<file path="config.mk">
export PLATFORM = sky130hd
export DESIGN_NAME = irq_priority_ctrl_flat
export DESIGN_NICKNAME = d
export VERILOG_FILES = /design/src/rtl/irq_priority_ctrl_if.sv /design/src/rtl/irq_priority_ctrl.sv /design/src/flat_wrapper.sv
export SDC_FILE = /design/constraint.sdc
export NUM_CORES = 1
export LEC_CHECK = 0
export CAP_MARGIN = 20
export CELL_PAD_IN_SITES_DETAIL_PLACEMENT = 1
export CELL_PAD_IN_SITES_GLOBAL_PLACEMENT = 1
export CORE_UTILIZATION = 38
export CTS_CLUSTER_DIAMETER = 50
export CTS_CLUSTER_SIZE = 25
export DETAILED_ROUTE_END_ITERATION = 10
export PLACE_DENSITY = 0.92
export SETUP_SLACK_MARGIN = 0.15
export SYNTH_ARGS = -nofsm -noshare
export SYNTH_HDL_FRONTEND = slang
export SYNTH_SLANG_ARGS = --single-unit
</file>
<file path="constraint.sdc">
create_clock -name CLK -period 3.1 [get_ports CLK]
set_clock_uncertainty 0.2 [all_clocks]
set_input_delay 0.465 -clock CLK [delete_from_list [all_inputs] [get_ports CLK]]
set_output_delay 0.465 -clock CLK [all_outputs]
set_load 0.05 [all_outputs]
</file>
<file path="src/rtl/irq_priority_ctrl_if.sv">
// Request/mask/handshake bundle between the CPU-side sequencer (master) and the
// priority interrupt controller (slave).
interface irq_priority_ctrl_if;
    logic [7:0] ReqIn_n;
    logic       EI;
    logic [7:0] MaskIn;
    logic       MaskWr;
    logic       Ack;
    logic       Eoi;
    logic       Irq;
    logic [2:0] Vector;
    logic       Busy;
    logic [7:0] Pending;
    logic       GS;
    logic       EO;

    modport master (
        output ReqIn_n, EI, MaskIn, MaskWr, Ack, Eoi,
        input  Irq, Vector, Busy, Pending, GS, EO
    );

    modport slave (
        input  ReqIn_n, EI, MaskIn, MaskWr, Ack, Eoi,
        output Irq, Vector, Busy, Pending, GS, EO
    );
endinterface

</file>
<file path="src/rtl/irq_priority_ctrl.sv">
// 8-line interrupt controller using the 74HC148 priority rule (line 7 highest),
// with pending/mask registers and a single-level Irq/Ack/Eoi handshake.
//
//   state   | meaning
//   --------+-----------------------------------------------------------
//   IDLE    | no request raised; waits for EI=0 and an unmasked pending line
//   REQ     | Irq high, Vector tracks the current winner until Ack
//   SERVICE | Busy high, Vector frozen until Eoi
module irq_priority_ctrl #(
    parameter bit         EDGE_MODE = 1'b1,
    parameter logic [7:0] MASK_RST  = 8'h00
) (
    input logic                CLK,
    input logic                RST,
    irq_priority_ctrl_if.slave bus
);
    localparam logic [1:0] IDLE    = 2'd0;
    localparam logic [1:0] REQ     = 2'd1;
    localparam logic [1:0] SERVICE = 2'd2;

    logic [1:0] state;
    logic [7:0] reqQ;
    logic [7:0] reqPrev;
    logic [7:0] pending;
    logic [7:0] mask;
    logic [2:0] vector;

    logic [7:0] reqEdge;
    logic [7:0] cand;
    logic [7:0] ackClr;
    logic [7:0] pendingNext;
    logic [2:0] winner;
    logic       ackTake;

    assign reqEdge = reqQ & ~reqPrev;
    assign cand    = pending & ~mask;
    assign ackTake = (state == REQ) && bus.Ack;
    assign ackClr  = ackTake ? (8'd1 << vector) : 8'd0;

    // A fresh edge on the line being acknowledged survives the clear.
    assign pendingNext = EDGE_MODE ? ((pending & ~ackClr) | reqEdge) : reqQ;

    always_comb begin
        winner = 3'd0;
        for (int i = 0; i < 8; i++) begin
            if (cand[i]) winner = 3'(i);
        end
    end

    always_ff @(posedge CLK) begin
        if (RST) begin
            reqQ    <= 8'd0;
            reqPrev <= 8'd0;
            pending <= 8'd0;
            mask    <= MASK_RST;
        end else begin
            reqQ    <= ~bus.ReqIn_n;
            reqPrev <= reqQ;
            pending <= pendingNext;
            if (bus.MaskWr) mask <= bus.MaskIn;
        end
    end

    always_ff @(posedge CLK) begin
        if (RST) begin
            state  <= IDLE;
            vector <= 3'd0;
        end else begin
            case (state)
                IDLE: begin
                    if (!bus.EI && (cand != 8'd0)) begin
                        state  <= REQ;
                        vector <= winner;
                    end
                end
                REQ: begin
                    if (ackTake) begin
                        state <= SERVICE;
                    end else if (bus.EI || (cand == 8'd0)) begin
                        state <= IDLE;
                    end else begin
                        vector <= winner;
                    end
                end
                SERVICE: begin
                    if (bus.Eoi) state <= IDLE;
                end
                default: state <= IDLE;
            endcase
        end
    end

    assign bus.Irq     = (state == REQ);
    assign bus.Busy    = (state == SERVICE);
    assign bus.Vector  = vector;
    assign bus.Pending = pending;
    assign bus.GS      = ~(~bus.EI & (|cand));
    assign bus.EO      = ~(~bus.EI & ~(|cand));
endmodule

</file>
<file path="src/flat_wrapper.sv">
// flat-port wrapper written by rule: the top's interface ports become plain ports
module irq_priority_ctrl_flat 
#(
    parameter bit         EDGE_MODE = 1'b1,
    parameter logic [7:0] MASK_RST  = 8'h00
)
  (CLK, RST, bus_ReqIn_n, bus_EI, bus_MaskIn, bus_MaskWr, bus_Ack, bus_Eoi, bus_Irq, bus_Vector, bus_Busy, bus_Pending, bus_GS, bus_EO);
  irq_priority_ctrl_if bus_i ();
  input logic CLK;
  input logic RST;
  input wire logic [$bits(bus_i.ReqIn_n)-1:0] bus_ReqIn_n;
  input wire logic [$bits(bus_i.EI)-1:0] bus_EI;
  input wire logic [$bits(bus_i.MaskIn)-1:0] bus_MaskIn;
  input wire logic [$bits(bus_i.MaskWr)-1:0] bus_MaskWr;
  input wire logic [$bits(bus_i.Ack)-1:0] bus_Ack;
  input wire logic [$bits(bus_i.Eoi)-1:0] bus_Eoi;
  output wire logic [$bits(bus_i.Irq)-1:0] bus_Irq;
  output wire logic [$bits(bus_i.Vector)-1:0] bus_Vector;
  output wire logic [$bits(bus_i.Busy)-1:0] bus_Busy;
  output wire logic [$bits(bus_i.Pending)-1:0] bus_Pending;
  output wire logic [$bits(bus_i.GS)-1:0] bus_GS;
  output wire logic [$bits(bus_i.EO)-1:0] bus_EO;
  assign bus_i.ReqIn_n = bus_ReqIn_n;
  assign bus_i.EI = bus_EI;
  assign bus_i.MaskIn = bus_MaskIn;
  assign bus_i.MaskWr = bus_MaskWr;
  assign bus_i.Ack = bus_Ack;
  assign bus_i.Eoi = bus_Eoi;
  assign bus_Irq = bus_i.Irq;
  assign bus_Vector = bus_i.Vector;
  assign bus_Busy = bus_i.Busy;
  assign bus_Pending = bus_i.Pending;
  assign bus_GS = bus_i.GS;
  assign bus_EO = bus_i.EO;
  irq_priority_ctrl #(.EDGE_MODE(EDGE_MODE), .MASK_RST(MASK_RST)) u_core (.CLK(CLK), .RST(RST), .bus(bus_i));
endmodule
</file>
* Word level (Yosys, flattened, before mapping) *
Cells that the tools add are included.

word-level totals
  word-level logic and storage cells = 56
  input bits = 22
  output and inout port bits = 15
  register bits = 37

cells by class
  reductions and logical operators = 11
  multiplexer cells = 17
  equal/unequal tests = 7
  bitwise logic cells = 14
  shifts and indexed selects = 1

operators with widths
  operator                                               number
  inverter 8 bit                                         4
  bitwise AND 8 bit                                      3
  2-to-1 mux 3 bit                                       7
  2-to-1 mux 2 bit                                       6
  logical NOT 8 bit                                      1
  2-to-1 mux 8 bit                                       1
  bitwise OR 8 bit                                       1
  nonzero test 8 bit                                     1
  OR reduction 8 bit                                     1
  left shift 1 x 3 -> 8 bit, first input constant        1
  inequality test 2 bit, second input constant           3
  case mux 2 bit (3 select lines)                        1
  case mux 3 bit (2 select lines)                        1
  inverter 1 bit                                         4
  AND reduction 4 bit                                    1
  inequality test 3 x 1 -> 1 bit, second input constant  1
  AND reduction 3 bit                                    1
  bitwise AND 1 bit                                      2
  == test 2 x 1 -> 1 bit, second input constant          1
  == test 2 bit, second input constant                   1
  logical AND 1 bit                                      2
  logical NOT 2 bit                                      1
  inequality test 2 x 1 -> 1 bit, second input constant  1
  nonzero test 2 bit                                     1
  3 further kinds                                        3

* Longest topological paths before layout *
Gate-level depths: netlist of run 1.

  word-level depth = 12
  gate-level depth with buffers = 5
  depth with buffers taken out = 5

* Worst setup path after synthesis of run 1 *
OpenSTA, ideal clock, no wires.

  path type = flip-flop to output port
  start = register u_core.pending[5] (netlist: u_core.bus.Pending[5])
  end = output port bus_GS
  setup slack = 889 ps
  required time = 2435 ps
  cell stages (with the launch flop) = 5
  path buffers = 0
  data arrival time = 1546 ps
  cells stage by stage = dfxtp_1 > nand2b_4 > nand4_4 > nor4_1 > or2_1

between the ends
  longest elaborated chain between the ends = 4

RTL lines
  what                    line                     source
  from (decl)             irq_priority_ctrl.sv:24  logic [7:0] pending;
  from (signal assigned)  irq_priority_ctrl.sv:59  pending <= pendingNext;
  bitwise AND 8 bit       irq_priority_ctrl.sv:36  assign cand = pending & ~mask;
  OR reduction 8 bit      irq_priority_ctrl.sv:97  assign bus.GS = ~(~bus.EI & (|cand));
  bitwise AND 1 bit       irq_priority_ctrl.sv:97
  inverter 1 bit          irq_priority_ctrl.sv:97
  to (decl)               flat_wrapper.sv:21       output wire logic [$bits(bus_i.GS)-1:0] bus_GS;

Every way passes these cells.

* Worst setup path in the final report of run 1 *
  start = register u_core.mask[5]
  end = output port bus_GS

between the ends
  longest elaborated chain between the ends = 5

RTL lines
  what                    line                     source
  from (decl)             irq_priority_ctrl.sv:25  logic [7:0] mask;
  from (signal assigned)  irq_priority_ctrl.sv:60  if (bus.MaskWr) mask <= bus.MaskIn;
  inverter 8 bit          irq_priority_ctrl.sv:36
  bitwise AND 8 bit       irq_priority_ctrl.sv:36
  OR reduction 8 bit      irq_priority_ctrl.sv:97
  bitwise AND 1 bit       irq_priority_ctrl.sv:97
  inverter 1 bit          irq_priority_ctrl.sv:97

Every way passes these cells.

==> impl_metrics.py, run 1 <==
metrics = {
    "logic_synthesis": {
        "syn-cell-area_sq_um": 1400,
        "yosys_warnings": 0,
        "synthesis.nets": 161,
        "synth_area_leaders": "dfxtp_1, nand2b_1, mux2i_1",
        "syn_area_per_cell_sq_um": 10.1,
        "synth_ff_type": "dfxtp_1",
        "synth_edf_count": 0,
        "async_flop_share_pct": 0,
        "synth_area_leader_cell": "dfxtp_1",
        "synth_top_area_share_pct": 52.8,
        "ys_seq_area_share_pct": 52.8,
        "synth_seq_cells": 37,
        "synth_cells": 139,
        "yosys.cell_types.count": 26,
    },
    "routing": {
        "num_vias": 1101,
        "wl_per_cell_microns": 14.0,
        "dr.first_iter.drc_count": 18,
        "viasPerCell": 4.89,
        "first_pass_iters": 4,
        "ant_nets": 0,
        "drc": 0,
        "drt-total-wl_microns": 3150,
    },
    "critical_path": {
        "path_cells": "nand2b_4 > nand4_4 > nor4_1 > or2_1 > dlygate4sd2_1",
        "worstPathArrival_ns": 2.13,
        "cp_max_fo": 3,
        "critical-path-top-delay-family": "simple AND/OR/NAND/NOR gates",
        "critPathRequiredTime_ns": 2.43,
        "cp_slowest_cell": "dlygate4sd2_1",
        "crit_type": "reg -> out",
        "startpoint_type": "register",
        "slowest_delay_ns": 0.53,
        "end_kind": "output port",
        "crit_buf_inv": 1,
    },
    "global_routing": {
        "grt_start_max_net_pins": 38,
        "grt-ovfl-total": 0,
        "grt_pass1_vias": 1137,
        "grt.total_usage_pct": 18.3,
        "grt_pass1_wl_microns": 5330,
        "antenna_found_initial": 0,
    },
    "die": {
        "initial_core_util_pct": 40.8,
        "pin_count": 37,
        "rows": 21,
        "die-area_sq_um": 3940,
        "die_x_microns": 62.8,
        "die_h_microns": 62.8,
        "core_area_sq_um": 3440,
    },
    "finish": {
        "drive_gt1_share_pct": 11.7,
        "fillers": 386,
        "regArea_sq_um": 741,
        "antenna_cells": 0,
        "nets": 200,
        "areaGrowthSynthToFinish_pct": 34.9,
        "utilization_pct": 55.0,
        "final_common_cell": "dfxtp_1",
        "final_cell_mix": "dfxtp_1, clkdlybuf4s50_1, nor2_1, nand2b_1",
        "multiInputGateArea_sq_um": 644,
    },
    "placement": {
        "hpwlAfterDp_microns": 2410,
        "finalWeightedCongestion": 0.801,
        "io_buffers": 36,
    },
    "pwr": {
        "power-per-cell-area_nw_per_um2": 563,
        "ir_worst_vdd_v": 0.000346,
        "leakagePower_nw": 0.741,
    },
    "clock_network": {
        "h-tree-depth": 2,
        "path_clk_slew_ns": 0.07,
        "cts_tree": "built",
        "clkLatencyLatePin_ns": 0.29,
        "cts_inserted_buffers": 5,
        "clock_sinks": 37,
        "cts_buffer_depth": 2,
        "cts_setup_buffers": 0,
        "clockRootBuffer": "clkbuf_8",
    },
    "hold_path": {
        "hold_path_class": "reg -> reg",
    },
    "timing": {
        "period_share_pct": 90.1,
        "whs_ns": 0.267,
        "slew_headroom_pct": 64.7,
        "finalMaxSlewViolations": 0,
        "timing.fmax_mhz": 358,
        "min_period_ns": 2.79,
        "worstMarginPinSlew_ns": 0.528,
        "final.setup.tns_ns": 0,
        "hold_violations": 0,
        "setup_violations": 0,
        "rsz0062_at_grt": "no",
    },
    "status": {
        "status": "completed",
    },
    "flow_run": {
        "cap_violations": 0,
    },
}
==> worst reg2reg max path, cell delays in order (launching register included) <==
cell,delay [ns]
dfxtp_1,0.36
nor2b_1,0.34
o41ai_4,0.16
nor4b_1,0.52
nor3_2,0.08
==> cells in the mapped netlist (2+ instances only) <==
library cell / count
a21oi_1: 11
nand2b_1: 14
mux2i_1: 8
nand2b_4: 4
nor3_2: 2
nor2b_1: 11
clkbuf_1: 4
o31ai_1: 2
and2b_2: 3
nor2_1: 16
o21ai_0: 6
nand2_1: 8
dfxtp_1: 37
==> stage by stage <==
step	worst slack, ns	instances	area, sq um	power [mW]
after global placement	0.532	217	1810	0.752
after global routing	0.234	225	1890	1.13
after floorplan	0.889	139	1400	0.678
after CTS	0.232	225	1890	1.08
final	0.307	225	1890	1.07
after detailed placement	0.346	217	1810	0.763
==> final timing paths <==
path,start,end,slack (ns),cells past startpoint
worst min-delay path,u_core.reqQ[6],u_core.bus.Pending[6],0.27,2
worst max-delay path,u_core.mask[5],bus_GS,0.31,5
worst min register to register,u_core.reqQ[6],u_core.bus.Pending[6],0.27,2
worst max register to register,u_core.bus.Pending[1],u_core.bus.Vector[0],1.32,4
==> cell families (layout without fill, tap and decap cells) <==
family	after synthesis	in the layout	synth area share, %
mux	8	8	5.70
simple gates	67	67	29.9
flops	37	37	52.8
buf+inv	5	45	1.34
compound gates	22	22	10.2
==> sequential cells by signal, indices dropped and copies added (netlist names) <==
register,cells
u_core.reqPrev,8
u_core.bus.Pending,8
u_core.bus.Vector,3
u_core.mask,8
u_core.reqQ,8
u_core.state,2
==> where the power goes <==
group / internal, mW / switching (mW) / leakage, nW
combinational: 0.0961 / 0.124 / 0.390
clock: 0.156 / 0.160 / 0.0450
sequential: 0.505 / 0.0245 / 0.306
total: 0.757 / 0.309 / 0.741
==> cell type report <==
| type | count | share of cell area [%] |
|---|---|---|
| clock inverter | 2 | 0.528 |
| tap | 46 | 3.04 |
| multi-input combinational | 97 | 34.0 |
| sequential | 37 | 39.1 |
| clock buffer | 6 | 3.83 |
| timing repair buffer | 37 | 19.5 |
==> repair_timing <==
| action | in CTS | in global routing |
|---|---|---|
| hold buffers | 0 | 0 |
| setup endpoints to repair | 1 | 1 |
| gates cloned | 0 | 0 |
| gates resized for setup | 1 | 1 |
| endpoints found under the hold margin | 0 | 0 |
==> layer usage <==
metal / vias to the layer above / track usage [%] / part of all wire, %
met5: - / 0 / 0
met3: 4 / 6.57 / 4.9
li1: 541 / - / -
met1: 522 / 19.0 / 42
met4: 0 / 9.01 / 1.9
met2: 34 / 32.2 / 52
(Power assumes the default switching activity.)
==> run 2: changes to the inputs <==
- CTS_CLUSTER_SIZE: 25 -> 12
==> results of run 2 <==
The final DEF is identical to that of run 1; final timing and power are the same.
==> run 3: changes to the inputs <==
- CTS_CLUSTER_SIZE: 12 -> 30
==> results of run 3 <==
The final DEF is identical to that of run 1; final timing and power are the same.
